### src/rtl/bram_vector_loader_if.sv
// Handshake and BRAM read-port bundle for bram_vector_loader.
// master = the loader itself, slave = the surrounding system (control, BRAM, consumers).
interface bram_vector_loader_if #(
  parameter int VLEN = 1,
  parameter int DW   = 32,
  parameter int AW   = 11
);
  logic                 start;
  logic                 stop;
  logic                 busy;
  logic                 done;
  logic                 vec_valid;
  logic [DW*VLEN-1:0]   vec;
  logic [AW-1:0]        mem_addr;
  logic                 mem_en;
  logic [DW-1:0]        mem_dout;

  modport master (
    input  start, stop, mem_dout,
    output busy, done, vec_valid, vec, mem_addr, mem_en
  );

  modport slave (
    output start, stop, mem_dout,
    input  busy, done, vec_valid, vec, mem_addr, mem_en
  );
endinterface

### src/rtl/bram_vector_loader.sv
// Reads VLEN consecutive BRAM words into a shadow buffer and commits them to vec in one cycle.
// Start-to-done latency VLEN+RD_LATENCY+1; continuous mode restarts right after each commit.
module bram_vector_loader #(
  parameter int VLEN       = 1,
  parameter int DW         = 32,
  parameter int AW         = 11,
  parameter int BASE_ADDR  = 0,
  parameter int RD_LATENCY = 1,
  parameter int CONTINUOUS = 0
) (
  input  logic                 clk,
  input  logic                 rst,
  bram_vector_loader_if.master io
);
  localparam int            IW   = $clog2(VLEN + 1);
  localparam logic [AW-1:0] BASE = AW'(BASE_ADDR);
  localparam logic [IW-1:0] LAST = IW'(VLEN - 1);
  localparam bit            CONT = (CONTINUOUS != 0);

  typedef enum logic [1:0] {IDLE, READ, DRAIN, COMMIT} state_t;

  state_t               state_q, state_d;
  logic [IW-1:0]        idx_q, idx_d;
  logic                 mem_en_q, mem_en_d;
  logic [AW-1:0]        mem_addr_q, mem_addr_d;
  logic                 busy_q, busy_d;
  logic                 done_q, done_d;
  logic                 vec_valid_q, vec_valid_d;
  logic                 stop_q, stop_d;
  logic                 arm_q, arm_d;
  logic [DW*VLEN-1:0]   vec_q, vec_d;
  logic [DW*VLEN-1:0]   shadow_q, shadow_d;
  logic [RD_LATENCY-1:0] pv_q, pv_d;
  logic [IW-1:0]        pi_q [RD_LATENCY];
  logic [IW-1:0]        pi_d [RD_LATENCY];
  logic                 start_pass;
  logic                 last_cap;

  assign last_cap = pv_q[RD_LATENCY-1] && (pi_q[RD_LATENCY-1] == LAST);

  always_comb begin
    state_d     = state_q;
    idx_d       = idx_q;
    mem_en_d    = mem_en_q;
    mem_addr_d  = mem_addr_q;
    busy_d      = busy_q;
    done_d      = 1'b0;
    vec_valid_d = vec_valid_q;
    stop_d      = stop_q;
    arm_d       = arm_q;
    vec_d       = vec_q;
    shadow_d    = shadow_q;
    start_pass  = 1'b0;

    // Valid/index pipeline follows each issued read until its data returns.
    pv_d[0] = mem_en_q;
    pi_d[0] = idx_q;
    for (int k = 1; k < RD_LATENCY; k++) begin
      pv_d[k] = pv_q[k-1];
      pi_d[k] = pi_q[k-1];
    end
    if (pv_q[RD_LATENCY-1]) begin
      shadow_d[DW*pi_q[RD_LATENCY-1] +: DW] = io.mem_dout;
    end

    if (CONT && busy_q && io.stop) begin
      stop_d = 1'b1;
    end

    case (state_q)
      IDLE: begin
        // arm_q gives the post-reset auto-start; a stopped loader waits for start.
        if (io.start || (CONT && arm_q && !stop_q)) begin
          start_pass = 1'b1;
        end
      end
      READ: begin
        if (idx_q == LAST) begin
          state_d  = DRAIN;
          mem_en_d = 1'b0;
        end else begin
          idx_d      = idx_q + 1'b1;
          mem_addr_d = mem_addr_q + 1'b1;
        end
      end
      DRAIN: begin
        if (last_cap) begin
          state_d = COMMIT;
          done_d  = 1'b1;
        end
      end
      COMMIT: begin
        vec_d       = shadow_q;
        vec_valid_d = 1'b1;
        if (CONT && !stop_q) begin
          start_pass = 1'b1;
        end else begin
          state_d = IDLE;
          busy_d  = 1'b0;
          stop_d  = 1'b0;
          arm_d   = 1'b0;
        end
      end
      default: state_d = IDLE;
    endcase

    if (start_pass) begin
      state_d    = READ;
      busy_d     = 1'b1;
      mem_en_d   = 1'b1;
      mem_addr_d = BASE;
      idx_d      = '0;
    end
  end

  always_ff @(posedge clk) begin
    if (rst) begin
      state_q     <= IDLE;
      idx_q       <= '0;
      mem_en_q    <= 1'b0;
      mem_addr_q  <= '0;
      busy_q      <= 1'b0;
      done_q      <= 1'b0;
      vec_valid_q <= 1'b0;
      stop_q      <= 1'b0;
      arm_q       <= 1'b1;
      vec_q       <= '0;
      shadow_q    <= '0;
      pv_q        <= '0;
      for (int k = 0; k < RD_LATENCY; k++) begin
        pi_q[k] <= '0;
      end
    end else begin
      state_q     <= state_d;
      idx_q       <= idx_d;
      mem_en_q    <= mem_en_d;
      mem_addr_q  <= mem_addr_d;
      busy_q      <= busy_d;
      done_q      <= done_d;
      vec_valid_q <= vec_valid_d;
      stop_q      <= stop_d;
      arm_q       <= arm_d;
      vec_q       <= vec_d;
      shadow_q    <= shadow_d;
      pv_q        <= pv_d;
      for (int k = 0; k < RD_LATENCY; k++) begin
        pi_q[k] <= pi_d[k];
      end
    end
  end

  assign io.busy      = busy_q;
  assign io.done      = done_q;
  assign io.vec_valid = vec_valid_q;
  assign io.vec       = vec_q;
  assign io.mem_addr  = mem_addr_q;
  assign io.mem_en    = mem_en_q;
endmodule

### src/flat_wrapper.sv
// flat-port wrapper written by rule: the top's interface ports become plain ports
module bram_vector_loader_flat 
#(
  parameter int VLEN       = 1,
  parameter int DW         = 32,
  parameter int AW         = 11,
  parameter int BASE_ADDR  = 0,
  parameter int RD_LATENCY = 1,
  parameter int CONTINUOUS = 0
)
  (clk, rst, io_start, io_stop, io_mem_dout, io_busy, io_done, io_vec_valid, io_vec, io_mem_addr, io_mem_en);
  bram_vector_loader_if #(.VLEN(VLEN), .DW(DW), .AW(AW)) io_i ();
  input  logic clk;
  input  logic rst;
  input wire logic [$bits(io_i.start)-1:0] io_start;
  input wire logic [$bits(io_i.stop)-1:0] io_stop;
  input wire logic [$bits(io_i.mem_dout)-1:0] io_mem_dout;
  output wire logic [$bits(io_i.busy)-1:0] io_busy;
  output wire logic [$bits(io_i.done)-1:0] io_done;
  output wire logic [$bits(io_i.vec_valid)-1:0] io_vec_valid;
  output wire logic [$bits(io_i.vec)-1:0] io_vec;
  output wire logic [$bits(io_i.mem_addr)-1:0] io_mem_addr;
  output wire logic [$bits(io_i.mem_en)-1:0] io_mem_en;
  assign io_i.start = io_start;
  assign io_i.stop = io_stop;
  assign io_i.mem_dout = io_mem_dout;
  assign io_busy = io_i.busy;
  assign io_done = io_i.done;
  assign io_vec_valid = io_i.vec_valid;
  assign io_vec = io_i.vec;
  assign io_mem_addr = io_i.mem_addr;
  assign io_mem_en = io_i.mem_en;
  bram_vector_loader #(.VLEN(VLEN), .DW(DW), .AW(AW), .BASE_ADDR(BASE_ADDR), .RD_LATENCY(RD_LATENCY), .CONTINUOUS(CONTINUOUS)) u_core (.clk(clk), .rst(rst), .io(io_i));
endmodule
### config.mk
export PLATFORM = sky130hd
export DESIGN_NAME = bram_vector_loader_flat
export DESIGN_NICKNAME = d
export VERILOG_FILES = /design/src/rtl/bram_vector_loader_if.sv /design/src/rtl/bram_vector_loader.sv /design/src/flat_wrapper.sv
export SDC_FILE = /design/constraint.sdc
export NUM_CORES = 1
export LEC_CHECK = 0
export ABC_AREA = 1
export BUFFER_PORTS_ARGS = -buffer_cell sky130_fd_sc_hd__buf_4
export CORE_ASPECT_RATIO = 1.1
export CORE_MARGIN = 8
export CORE_UTILIZATION = 54
export CTS_CLUSTER_DIAMETER = 50
export DETAILED_ROUTE_END_ITERATION = 8
export MAX_ROUTING_LAYER = met4
export PLACE_DENSITY = 0.94
export SYNTH_ARGS = -nofsm -noshare
export SYNTH_HDL_FRONTEND = slang
export SYNTH_SLANG_ARGS = --single-unit
### constraint.sdc
create_clock -name clk -period 1.9 [get_ports clk]
set_input_delay 0.095 -clock clk [delete_from_list [all_inputs] [get_ports clk]]
set_output_delay 0.095 -clock clk [all_outputs]
set_load 0.02 [all_outputs]
==> implementation parameters <==
Parameter                              Value

GRT
  GRT Residual Overflow ... 0
  Via count of the first global-routing pass ... 2,476
  First-pass GRT wire length ... about 11,000 µm
  Peak-usage layer in the global routing report ... met2
  Global Route met2 Usage ... 0.3142
  Met1 Use GR ... 0.1807
  Largest net degree at the start of global routing ... 46
  Met3 usage in global routing ... 0.05415
  Global routing usage summed across all routing layers ... 0.1839
  Initial antenna violation count ... 0

STA
  Worst slew margin relative to its limit ... 0.6025
  Count of endpoints failing hold in the final timing report ... 0
  Final slew viol count ... 0
  Final Skew ... roughly 0.0051 ns
  Clock period minus final worst setup slack ... 1.400 ns
  F_max ... between 700 and 800 MHz
  Final-report setup violation count ... 0
  Sum of negative setup slack ... 0 ns
  RSZ-0062 raised after global routing ... no
  Final period utilization ... 0.7369
  Slew at the pin closest to its max-slew limit ... ~0.60 ns
  Hold Slack ... ~0.019 ns

Power and ir drop
  Power spent charging and discharging nets ... 785.6 µW
  Leakage Power ... 0.002007 µW
  Switching Fraction ... 0.2470
  Relative contribution of the clock network to total power ... 0.362
  Comb power frac ... 0.127
  Part of the total power dissipated in sequential elements ... 0.511
  Pint ... 2395 µW
  Final Total Pwr ... about 3200 µW
  Maximum resistive drop on vdd ... 613.2 µV
  Power density normalized to cell area ... around 860 nW/µm²

Clock network
  Clock edge transition at the registers on the reported setup and hold paths ... 0.07 ns
  Number of clock sinks seen by CTS ... 71
  Number of buffers added by the clock tree synthesis step ... 9
  Largest buffer count on any clock path ... 2
  CTS tree ... built
  Number of H-tree branching levels ... 3
  Library cell used as clock root buffer ... sky130_fd_sc_hd__clkbuf_8
  Worst-Skew Late Latency ... 0.33 ns
  Buffers inserted by post-CTS timing repair ... 0

Cells and area
  Filler Cell Count ... ~370
  Multi-input combinational cell area ... 992.2 µm²
  NumNets Final ... 510
  Seq. cell area ... 1421 µm²
  Commonest non-fill, non-tap cells in the layout ... sky130_fd_sc_hd__nor2_1 (133), sky130_fd_sc_hd__nand2_1 (71), sky130_fd_sc_hd__buf_4 (71), sky130_fd_sc_hd__dfxtp_1 (71), sky130_fd_sc_hd__inv_1 (36)
  Antenna fix cells ... 0
  Cell Count, Final, Fillers Out ... 537
  Share of layout cells above drive strength 1 ... 0.1900
  Layout overhead on the synthesized area ... 35.06%
  Commonest non-fill, non-tap cell in the layout ... sky130_fd_sc_hd__nor2_1

Die
  Initial standard-cell utilization of the core ... 0.5543
  Width of the die ... 83.84 µm
  Count of pins on the block boundary ... 83
  Rows ... 27
  Die Y ... 90.63 µm
  Die ar. ... about 7600 µm²
  Area of the core region ... 4932 µm²

Logic synthesis
  Syn avg cell area ... roughly 7.2 µm²
  Post-synthesis instance area ... 2734 µm²
  Number of distinct library cells after synthesis ... 13
  Share of the yosys chip area belonging to registers ... 0.5199
  Cell count after synthesis ... 381
  Number of register bits inferred by synthesis ... 71
  Count of warnings emitted by yosys ... 0

Detailed routing
  Number of routed nets with antenna violations ... 0
  Via count ... about 2.5k
  Sum of routed wire length over all layers ... 6692 µm
  Vias per cell ... 4.672
  Number of DRC markers in iteration 0 ... 139
  Iteration count of the initial detailed-routing pass ... 5
  Number of remaining DRC errors ... 0
  Detail-routed net length per standard cell ... 12.46 µm

Run status
  Run status ... complete, no violations

Setup path
  Critical path data arrival time ... about 1.7 ns
  Req. time, crit path ... around 2.2 ns
  Reg2reg start ... u_core.state_q[1]
  Worst Path Class, Setup ... input port to register
  Worst Setup SP ... rst
  Crit end category ... register
  Maximum fanout count along the critical path ... 36
  Startpoint kind of the worst setup timing path ... input port
  Worst reg-to-reg path cell count ... 5
  Worst R2R Setup Slack ... 0.57 ns

Min path
  Hold Path Origin ... io_mem_dout[5]
  Count of cells along the worst hold path ... 3
  Worst hold path class ... input port to register

Job
  Number of violations of the max-capacitance limit ... 0

Placed design
  # placed instances ... 491
  Placer's final routability congestion estimate ... 0.7616
  Quantity of I/O buffers inserted on ports ... 70
  Placed wire-length estimate after detailed placement ... just over 4000 µm
power by group through the flow:
stage | registers [µW] | logic (µW) | clock network (µW)
2_1_floorplan | 1680 | 206 | 0
3_3_place_gp | 1650 | 341 | 0
3_5_place_dp | 1660 | 351 | 0
4_1_cts | 1620 | 403 | 1180
5_1_grt | 1630 | 447 | 1250
6_report | 1630 | 404 | 1150
final cells by class:
cell class	instances	area share
sequential	71	0.3850
inverter	38	0.03863
clock buffer	12	0.03931
clock inverter	4	0.01220
tap	58	0.01965
timing repair buffer	103	0.2365
multi-input combinational	251	0.2687
flip-flops by register name, indices dropped and copies added (netlist names):
name and cells:
u_core.io.busy 1, u_core.io.done 1, u_core.io.mem_en 1, u_core.io.vec 32, u_core.io.vec_valid 1, u_core.pv_q 1
u_core.shadow_q 32, u_core.state_q 2
through the flow:
step,utilization,area [µm²],setup WS (ns)
final,0.7486,3692,0.5000
after global placement,0.6492,3202,0.6162
after CTS,0.7486,3692,0.5098
after detailed placement,0.6492,3202,0.5899
after floorplan,-,2771,0.9658
after global routing,0.7486,3692,0.4354
routing by layer:
layer / wire (µm) / part of all wire
met1: 2639 / 0.39
met2: 3467 / 0.52
met3: 377 / 0.056
met4: 208 / 0.031
met5: 0 / 0
timing repair:
| action | 4_1_cts | 5_1_grt |
|---|---|---|
| hold buffers | 30 | 0 |
| endpoints found under the hold margin | 31 | 0 |
| resized for setup | 0 | 0 |
synth_stat cells:
master | n | area share
sky130_fd_sc_hd__a21oi_2 | 1 | 0.0032
sky130_fd_sc_hd__buf_2 | 12 | 0.022
sky130_fd_sc_hd__buf_4 | 15 | 0.041
sky130_fd_sc_hd__buf_6 | 4 | 0.016
sky130_fd_sc_hd__conb_1 | 1 | 0.0014
sky130_fd_sc_hd__dfxtp_1 | 71 | 0.52
sky130_fd_sc_hd__inv_1 | 36 | 0.049
sky130_fd_sc_hd__inv_2 | 2 | 0.0027
sky130_fd_sc_hd__nand2_1 | 72 | 0.099
sky130_fd_sc_hd__nand3_1 | 2 | 0.0037
sky130_fd_sc_hd__nor2_1 | 133 | 0.18
sky130_fd_sc_hd__o21ai_0 | 1 | 0.0018
sky130_fd_sc_hd__o21ai_1 | 31 | 0.057
logic make-up (layout without fill, tap and decap cells):
group,count (synthesis),in the layout,synth area share
flip-flops,71,71,0.5199
AO/OA/AOI/OAI,33,33,0.06178
other,1,11,0.001372
buffers and inverters,69,157,0.1318
AND/OR/NAND/NOR,207,207,0.2851
worst max-delay path: stages:
cell and delay (ns):
sky130_fd_sc_hd__dlygate4sd3_1 0.54, sky130_fd_sc_hd__buf_4 0.16, sky130_fd_sc_hd__inv_2 0.39, sky130_fd_sc_hd__buf_12 0.26
sky130_fd_sc_hd__o21ai_1 0.08, sky130_fd_sc_hd__nor2_1 0.12
final timing paths:
path                              to
hold / removal    u_core.shadow_q[5]
hold reg to reg          u_core.pv_q
setup reg to reg   u_core.io.vec[25]
setup / recovery  u_core.shadow_q[1]
No activity file was read; power rests on OpenSTA's default activity.
